===== config.mk =====
export PLATFORM = sky130hd
export DESIGN_NAME = lsu_mem_master
export DESIGN_NICKNAME = d
export VERILOG_FILES = /design/src/rtl/lsu_mem_master.sv
export SDC_FILE = /design/constraint.sdc
export NUM_CORES = 1
export LEC_CHECK = 0
export ABC_AREA = 1
export CELL_PAD_IN_SITES_DETAIL_PLACEMENT = 0
export CELL_PAD_IN_SITES_GLOBAL_PLACEMENT = 1
export CORE_ASPECT_RATIO = 1.75
export CORE_UTILIZATION = 29
export CTS_CLUSTER_DIAMETER = 120
export DETAILED_ROUTE_END_ITERATION = 6
export PLACE_DENSITY = 0.77
export SKIP_CTS_REPAIR_TIMING = 1
export SLEW_MARGIN = 5
export SYNTH_ARGS = -nofsm -noshare
export SYNTH_HDL_FRONTEND = slang
export SYNTH_SLANG_ARGS = --single-unit

===== constraint.sdc =====
create_clock -name clk -period 2.1 [get_ports clk]
set_input_delay 0.42 -clock clk [delete_from_list [all_inputs] [get_ports clk]]
set_output_delay 0.42 -clock clk [all_outputs]
set_load 0.005 [all_outputs]

===== src/rtl/lsu_mem_master.sv =====
// rtl/lsu_mem_master.sv - RV32I load/store initiator for a word-addressed data memory
// Handles sub-word extension on loads and read-modify-write for SB/SH.
module lsu_mem_master #(
  parameter int MEM_WORDS = 32
) (
  input  logic        clk,
  input  logic        reset,
  input  logic        req_valid,
  output logic        req_ready,
  input  logic        req_store,
  input  logic [2:0]  req_funct3,
  input  logic [31:0] req_addr,
  input  logic [31:0] req_wdata,
  output logic        resp_valid,
  input  logic        resp_ready,
  output logic [31:0] resp_rdata,
  output logic        resp_error,
  output logic [31:0] address,
  output logic [31:0] write_data,
  output logic        Memwrite,
  output logic        Memread,
  input  logic [31:0] read_data
);

  localparam int AW = (MEM_WORDS > 1) ? $clog2(MEM_WORDS) : 1;
  localparam logic [29:0] LP_WORDS = 30'(MEM_WORDS);

  typedef enum logic [1:0] {S_IDLE, S_READ, S_WRITE, S_RESP} state_t;

  state_t      r_state;
  state_t      w_next;
  logic        r_store;
  logic [2:0]  r_f3;
  logic [AW-1:0] r_idx;
  logic [1:0]  r_ofs;
  logic [31:0] r_wdata;
  logic [31:0] r_old;
  logic [31:0] r_rdata;
  logic        r_err;

  logic        w_misal;
  logic        w_oor;
  logic        w_illegal;
  logic        w_err;
  logic [4:0]  w_sh;
  logic [31:0] w_shifted;
  logic [31:0] w_load_data;
  logic [31:0] w_wr_word;
  logic        w_bus_live;

  always_comb begin
    w_misal   = ((req_funct3[1:0] == 2'b01) && req_addr[0]) ||
                ((req_funct3[1:0] == 2'b10) && (req_addr[1:0] != 2'b00));
    w_oor     = (req_addr[31:2] >= LP_WORDS);
    w_illegal = (req_funct3 == 3'b011) || (req_funct3 == 3'b110) ||
                (req_funct3 == 3'b111) || (req_store && req_funct3[2]);
    w_err     = w_misal || w_oor || w_illegal;
  end

  // Halves are always 2-byte aligned here, so one shift serves bytes and halves.
  assign w_sh      = {r_ofs, 3'b000};
  assign w_shifted = read_data >> w_sh;

  always_comb begin
    w_load_data = read_data;
    case (r_f3)
      3'b000:  w_load_data = {{24{w_shifted[7]}}, w_shifted[7:0]};
      3'b100:  w_load_data = {24'h0, w_shifted[7:0]};
      3'b001:  w_load_data = {{16{w_shifted[15]}}, w_shifted[15:0]};
      3'b101:  w_load_data = {16'h0, w_shifted[15:0]};
      default: w_load_data = read_data;
    endcase
  end

  always_comb begin
    w_wr_word = r_wdata;
    case (r_f3[1:0])
      2'b00:   w_wr_word = (r_old & ~(32'h0000_00FF << w_sh)) |
                           ({24'h0, r_wdata[7:0]} << w_sh);
      2'b01:   w_wr_word = (r_old & ~(32'h0000_FFFF << w_sh)) |
                           ({16'h0, r_wdata[15:0]} << w_sh);
      default: w_wr_word = r_wdata;
    endcase
  end

  always_comb begin
    w_next = r_state;
    case (r_state)
      S_IDLE: begin
        if (req_valid) begin
          if (w_err)
            w_next = S_RESP;
          else if (req_store && (req_funct3 == 3'b010))
            w_next = S_WRITE;
          else
            w_next = S_READ;
        end
      end
      S_READ:  w_next = r_store ? S_WRITE : S_RESP;
      S_WRITE: w_next = S_RESP;
      S_RESP:  if (resp_ready) w_next = S_IDLE;
      default: w_next = S_IDLE;
    endcase
  end

  always_ff @(posedge clk) begin
    if (reset) begin
      r_state <= S_IDLE;
      r_store <= 1'b0;
      r_f3    <= 3'b000;
      r_idx   <= '0;
      r_ofs   <= 2'b00;
      r_wdata <= 32'h0;
      r_old   <= 32'h0;
      r_rdata <= 32'h0;
      r_err   <= 1'b0;
    end else begin
      r_state <= w_next;
      case (r_state)
        S_IDLE: begin
          if (req_valid) begin
            r_store <= req_store;
            r_f3    <= req_funct3;
            r_idx   <= req_addr[AW+1:2];
            r_ofs   <= req_addr[1:0];
            r_wdata <= req_wdata;
            r_rdata <= 32'h0;
            r_err   <= w_err;
          end
        end
        S_READ: begin
          r_old <= read_data;
          if (!r_store) r_rdata <= w_load_data;
        end
        default: ;
      endcase
    end
  end

  // Errored requests never drive the bus, so an out-of-range index stays off it.
  assign w_bus_live = (r_state != S_IDLE) && !r_err;

  assign req_ready  = (r_state == S_IDLE);
  assign resp_valid = (r_state == S_RESP);
  assign resp_rdata = resp_valid ? r_rdata : 32'h0;
  assign resp_error = resp_valid ? r_err : 1'b0;
  assign Memread    = (r_state == S_READ);
  assign Memwrite   = (r_state == S_WRITE);
  assign address    = w_bus_live ? 32'(r_idx) : 32'h0;
  assign write_data = w_bus_live ? w_wr_word : 32'h0;

endmodule


# Word-level counts from Yosys, hierarchy flattened
# Cells that the tools add are included.
# totals
latchBits	0
output_inout_bits	101
memories	0
input_bits	104
regBits	110
elab_cells	73
ram_bits	0
mem_bits_ro	0
# op_classes
n_lt_le_gt_ge	1
n_mux	15
div_mod_pow	0
mul	0
shift	5
bitwise	6
reduce_logical	21
addsub	0
eq_ne	16
# ops
operator	n
$mux 32	4
$pmux 32 s2	2
$pmux 32 s4	1
$and 32x32->32	2
$not 32->32	2
$or 32x32->32	2
$shl 16x5->32	1
$shl 16x5->32 const A	1
$shl 8x5->32	1
$shl 8x5->32 const A	1
$shr 32x5->16	1
$ge 30x6->1 const B	1
$eq 3x3->1 const B	4
$mux 2	4
$pmux 2 s4	1
$eq 2x1->1 const B	3
$eq 2x2->1 const B	3
$eq 3x2->1 const B	2
$logic_or 1x1->1	6
$reduce_bool 2->1	3
$logic_and 1x1->1	5
$mux 5	1
$logic_not 2->1	2
$ne 2x2->1 const B	2
other kinds (7)	9

# Longest topological paths before layout
# depth
word_depth	8
ltp_mapped	11
mapped_depth_nobuf	9

# Worst setup path before layout
# OpenSTA, ideal clock, no wires.
# synth_timing
path_kind	register to output
from	register r_ofs[1]
to	output write_data[16]
arrival_ns	1.721
slack_ns	-0.041
n_path_buf	3
stages_incl_launch_ff	9
t_required_ns	1.680
cell_sequence	dfxtp_1 inv_2 buf_2 clkbuf_1 ha_1 buf_1 o221ai_1 nand2_1 a31oi_1
# synth_via
elab_chain_cells	6
word_cells_on_any_way	12
classes_between	4 x shift; 2 x mux; 6 x bitwise
# synth_lines
element	line_no	source
start, declared	35	logic [1:0] r_ofs;
start signal, assigned	125	r_ofs <= req_addr[1:0];
$shl 16x5->32 or $shl 8x5->32 (tied branches)	80, 78	
$not 32->32 (on tied branches)	80, 78	
$and 32x32->32 (on tied branches)	80, 78	
$or 32x32->32 (on tied branches)	80, 78	
$pmux 32 s2 (*)	77	case (r_f3[1:0])
$mux 32 (*)	150	assign write_data = w_bus_live ? w_wr_word : 32'h0;
end, declared	19	output logic [31:0] write_data,
# Mark *: on every way between the ends. The rest lies on a longest branch, timed or not.

# Final worst setup path
# layout_timing
from	register r_ofs[0]
to	output write_data[11]
# The elaborated chain is that of the path after synthesis.

==> flow_metrics.py <==
metrics = {
    "setup_path": {
        "slowest_delay_ps": 380,
        "worst-path-buf-inv": 5,
        "critPathKind": "register to output port",
        "cp-startpoint": "r_ofs[0]",
        "critPathSlowestCell": "dfxtp_4",
        "start_kind": "register",
        "worst_ep_required_time_ps": 1680,
        "crit_fanout": 6,
        "crit_arrival_ps": 1880,
        "r2r-start": "r_state[1]",
        "crit_path_end_kind": "output port",
        "critPathTopFamily": "buffers and inverters",
        "worstPathCellList": "buf_8 > ha_4 > buf_6 > buf_6 > o22ai_2 > nand2_1 > o211ai_1 > nand2_1 > inv_1 > buf_2",
    },
    "timing": {
        "fmax_ghz": 0.435,
        "rsz0062_at_grt": "yes",
        "fin_ws_ps": -200,
        "fin_crit_sh_pct": 110,
        "clock_skew_ps": 10.9,
        "hold_viol": 0,
        "setup_violations": 32,
        "final_max_slew_viol_count": 0,
        "finalSetupTns_ps": -2230,
        "finalCriticalPeriod_ps": 2300,
    },
    "cells_and_area": {
        "n_fill_cell": 2384,
        "area_delta_synth_final_pct": 56.6,
        "layout-drive-gt1-share_pct": 24.9,
        "final_nets": 1398,
        "multiInputGateArea_mm2": 0.00403,
        "layout.cells.non_filler": 1591,
        "antennaDiodeCount": 0,
        "seq_area_mm2": 0.00221,
    },
    "run_status": {
        "violations": "setup timing",
        "status": "finished with violations",
    },
    "floorplan": {
        "fp-row-count": 73,
        "core_area_mm2": 0.0227,
        "initial_core_util_pct": 29.5,
        "die_x_um": 117,
        "die_area_mm2": 0.0237,
        "io-pin-count": 205,
        "die_h_um": 203,
    },
    "synthesis": {
        "synth_flop_cell": "dfxtp_1",
        "syn_area_mm2": 0.00668,
        "synth_top_family_by_area": "compound AO/OA/AOI/OAI gates",
        "synthMuxAreaShare_pct": 0,
        "yosys.area_share.adder_pct": 1.50,
        "synth-simple-area-share_pct": 23.3,
        "synthArstFlopShare_pct": 0,
        "synthCells": 1051,
        "ys_types": 34,
        "synth-seq-area-share_pct": 33.0,
        "ys_seq_elements": 110,
        "synth_edf_count": 0,
        "synth_compound_area_share_pct": 26.3,
        "synthXorXnorAreaFrac_pct": 0,
        "avgSynthCellArea_um2": 6.35,
        "ys_warn_count": 0,
    },
    "cts": {
        "cts.path.max_buffers": 2,
        "cts.sinks": 110,
        "path_clk_slew_ps": 80,
        "cts_tree": "built",
        "cts_buffers": 9,
        "cts_root_buf": "clkbuf_16",
        "cts_htree_levels": 3,
        "clk_latency_ps": 370,
    },
    "pwr": {
        "p_clk_share_pct": 14.2,
        "ir_drop_mv": 0.544,
        "pwr-share-seq_pct": 26.1,
        "p_int_uw": 6860,
        "p_per_area_mw_per_mm2": 1160,
        "p_leak_uw": 0.00522,
        "p_sw_share_pct": 43.6,
        "power.share.combinational_pct": 59.7,
        "switchingPower_uw": 5290,
    },
    "flow_run": {
        "drv_cap": 0,
    },
    "placement": {
        "dpl.cell_count": 1525,
        "routabilityCongestion": 0.931,
        "dp_hpwl_mm": 19.1,
        "place.port_buffers": 177,
    },
    "global_route": {
        "grt_pass1_vias": 6896,
        "antenna_found_initial": 0,
        "grtUsageTotal_pct": 21.0,
        "grt_max_degree": 61,
        "grt.overflow.total": 0,
        "grt_pass1_wl_mm": 37.2,
    },
    "worst_hold_path": {
        "hp-class": "register to register",
        "hold_start": "r_rdata[17]",
    },
    "detailed_routing": {
        "wire_per_inst_um": 16.6,
        "drc_errors": 0,
        "drt_pass1_iterations": 5,
        "ant_nets": 0,
        "vias_per_cell": 4.70,
        "vias": 7472,
        "wl_mm": 26.4,
        "drt_iter0_markers": 387,
    },
}
[state kept, by name (all words and copies together) (netlist names)]
register and count:
r_old 32, r_rdata 32, r_wdata 32, r_idx 5, r_f3 3, r_ofs 2, r_state 2, r_err 1
r_store 1
[final cells by class]
cell class | count | area share [%]
inverter | 133 | 4.97
clock buffer | 9 | 2.15
sequential | 110 | 21.2
multi-input combinational | 734 | 38.5
tap | 300 | 3.59
timing repair buffer | 298 | 29.0
clock inverter | 7 | 0.610
[metrics by stage]
stage	worst slack (ps)	power, uW	util, %	hold WS (ps)	area, um2
after floorplan	36.0	6500	-	430	6780
after global placement	-185	8830	39.7	443	9000
after detailed placement	-183	8850	39.7	443	9000
after CTS	-584	10600	41.0	455	9290
after global routing	-263	13000	46.2	484	10500
final	-200	12200	46.2	467	10500
[kinds of logic (layout without fill, tap and decap cells)]
kind of cell	Yosys count	count (layout)
compound gates	313	313
fa+ha+maj	8	8
buf+inv	233	447
flops	110	110
other cells	1	27
simple gates	386	386
[placed cells by master (no fill, tap or decap), drive strengths merged]
cell / netlist / final
or2: 3 / 3
a21oi: 136 / 136
ha: 8 / 8
o22ai: 17 / 17
nand2: 238 / 238
nor3: 4 / 4
inv: 133 / 138
conb: 1 / 27
nor2: 108 / 108
clkdlybuf4s50: 0 / 106
dlymetal6s2s: 0 / 32
clkbuf: 42 / 37
nand3: 33 / 33
dfxtp: 110 / 110
clkinvlp: 0 / 2
a31oi: 4 / 4
o21ai: 128 / 128
o221ai: 4 / 4
a22oi: 8 / 8
o211ai: 16 / 16
buf: 58 / 132
[power groups by stage]
stage / combinational [uW] / sequential [uW] / clock (uW)
floorplan: 3470 / 3030 / 0
global route: 7900 / 3240 / 1840
CTS: 5750 / 3100 / 1770
detailed placement: 5720 / 3140 / 0
global placement: 5710 / 3120 / 0
finish: 7260 / 3170 / 1730
[worst register-to-register path, delay by kind of cell, from the launching register on]
family | cells | cell delay [ps]
AND/OR/NAND/NOR | 3 | 490
adder cells (fa/ha/maj) | 1 | 210
flip-flops | 1 | 330
AO/OA/AOI/OAI | 2 | 280
buffers and inverters | 5 | 490
[Yosys cell counts, types with 2 or more instances]
cell type / n / share of area, %
nand2_1: 236 / 13
inv_1: 127 / 7.1
a21oi_1: 115 / 8.6
dfxtp_1: 110 / 33
o21ai_0: 108 / 8.1
nor2_1: 104 / 5.8
clkbuf_1: 42 / 2.4
nand3_1: 32 / 2.4
buf_4: 29 / 3.3
buf_2: 22 / 1.6
a21oi_2: 20 / 2.6
o21ai_1: 19 / 1.4
o22ai_1: 17 / 1.6
o211ai_1: 16 / 1.8
a22oi_1: 8 / 0.90
ha_1: 8 / 1.5
buf_6: 6 / 1.0
inv_2: 6 / 0.34
a31oi_1: 4 / 0.37
nor3_1: 4 / 0.30
o221ai_1: 4 / 0.52
nor2_2: 2 / 0.19
[layer usage]
| layer | share of wire, % | GRT usage [%] |
|---|---|---|
| met2 | 54 | 39.7 |
| met4 | 5.0 | 9.81 |
| met3 | 3.4 | 2.24 |
| met1 | 37 | 22.6 |
| met5 | 0 | 0 |
[final timing paths]
check	endpoint	slack, ps	depth (start not counted)
worst min-delay path	r_rdata[17]	470	2
worst min register to register	r_rdata[17]	470	2
worst max register to register	r_rdata[4]	240	11
worst max-delay path	write_data[11]	-200	10
No activity file was read; power rests on OpenSTA's default activity.
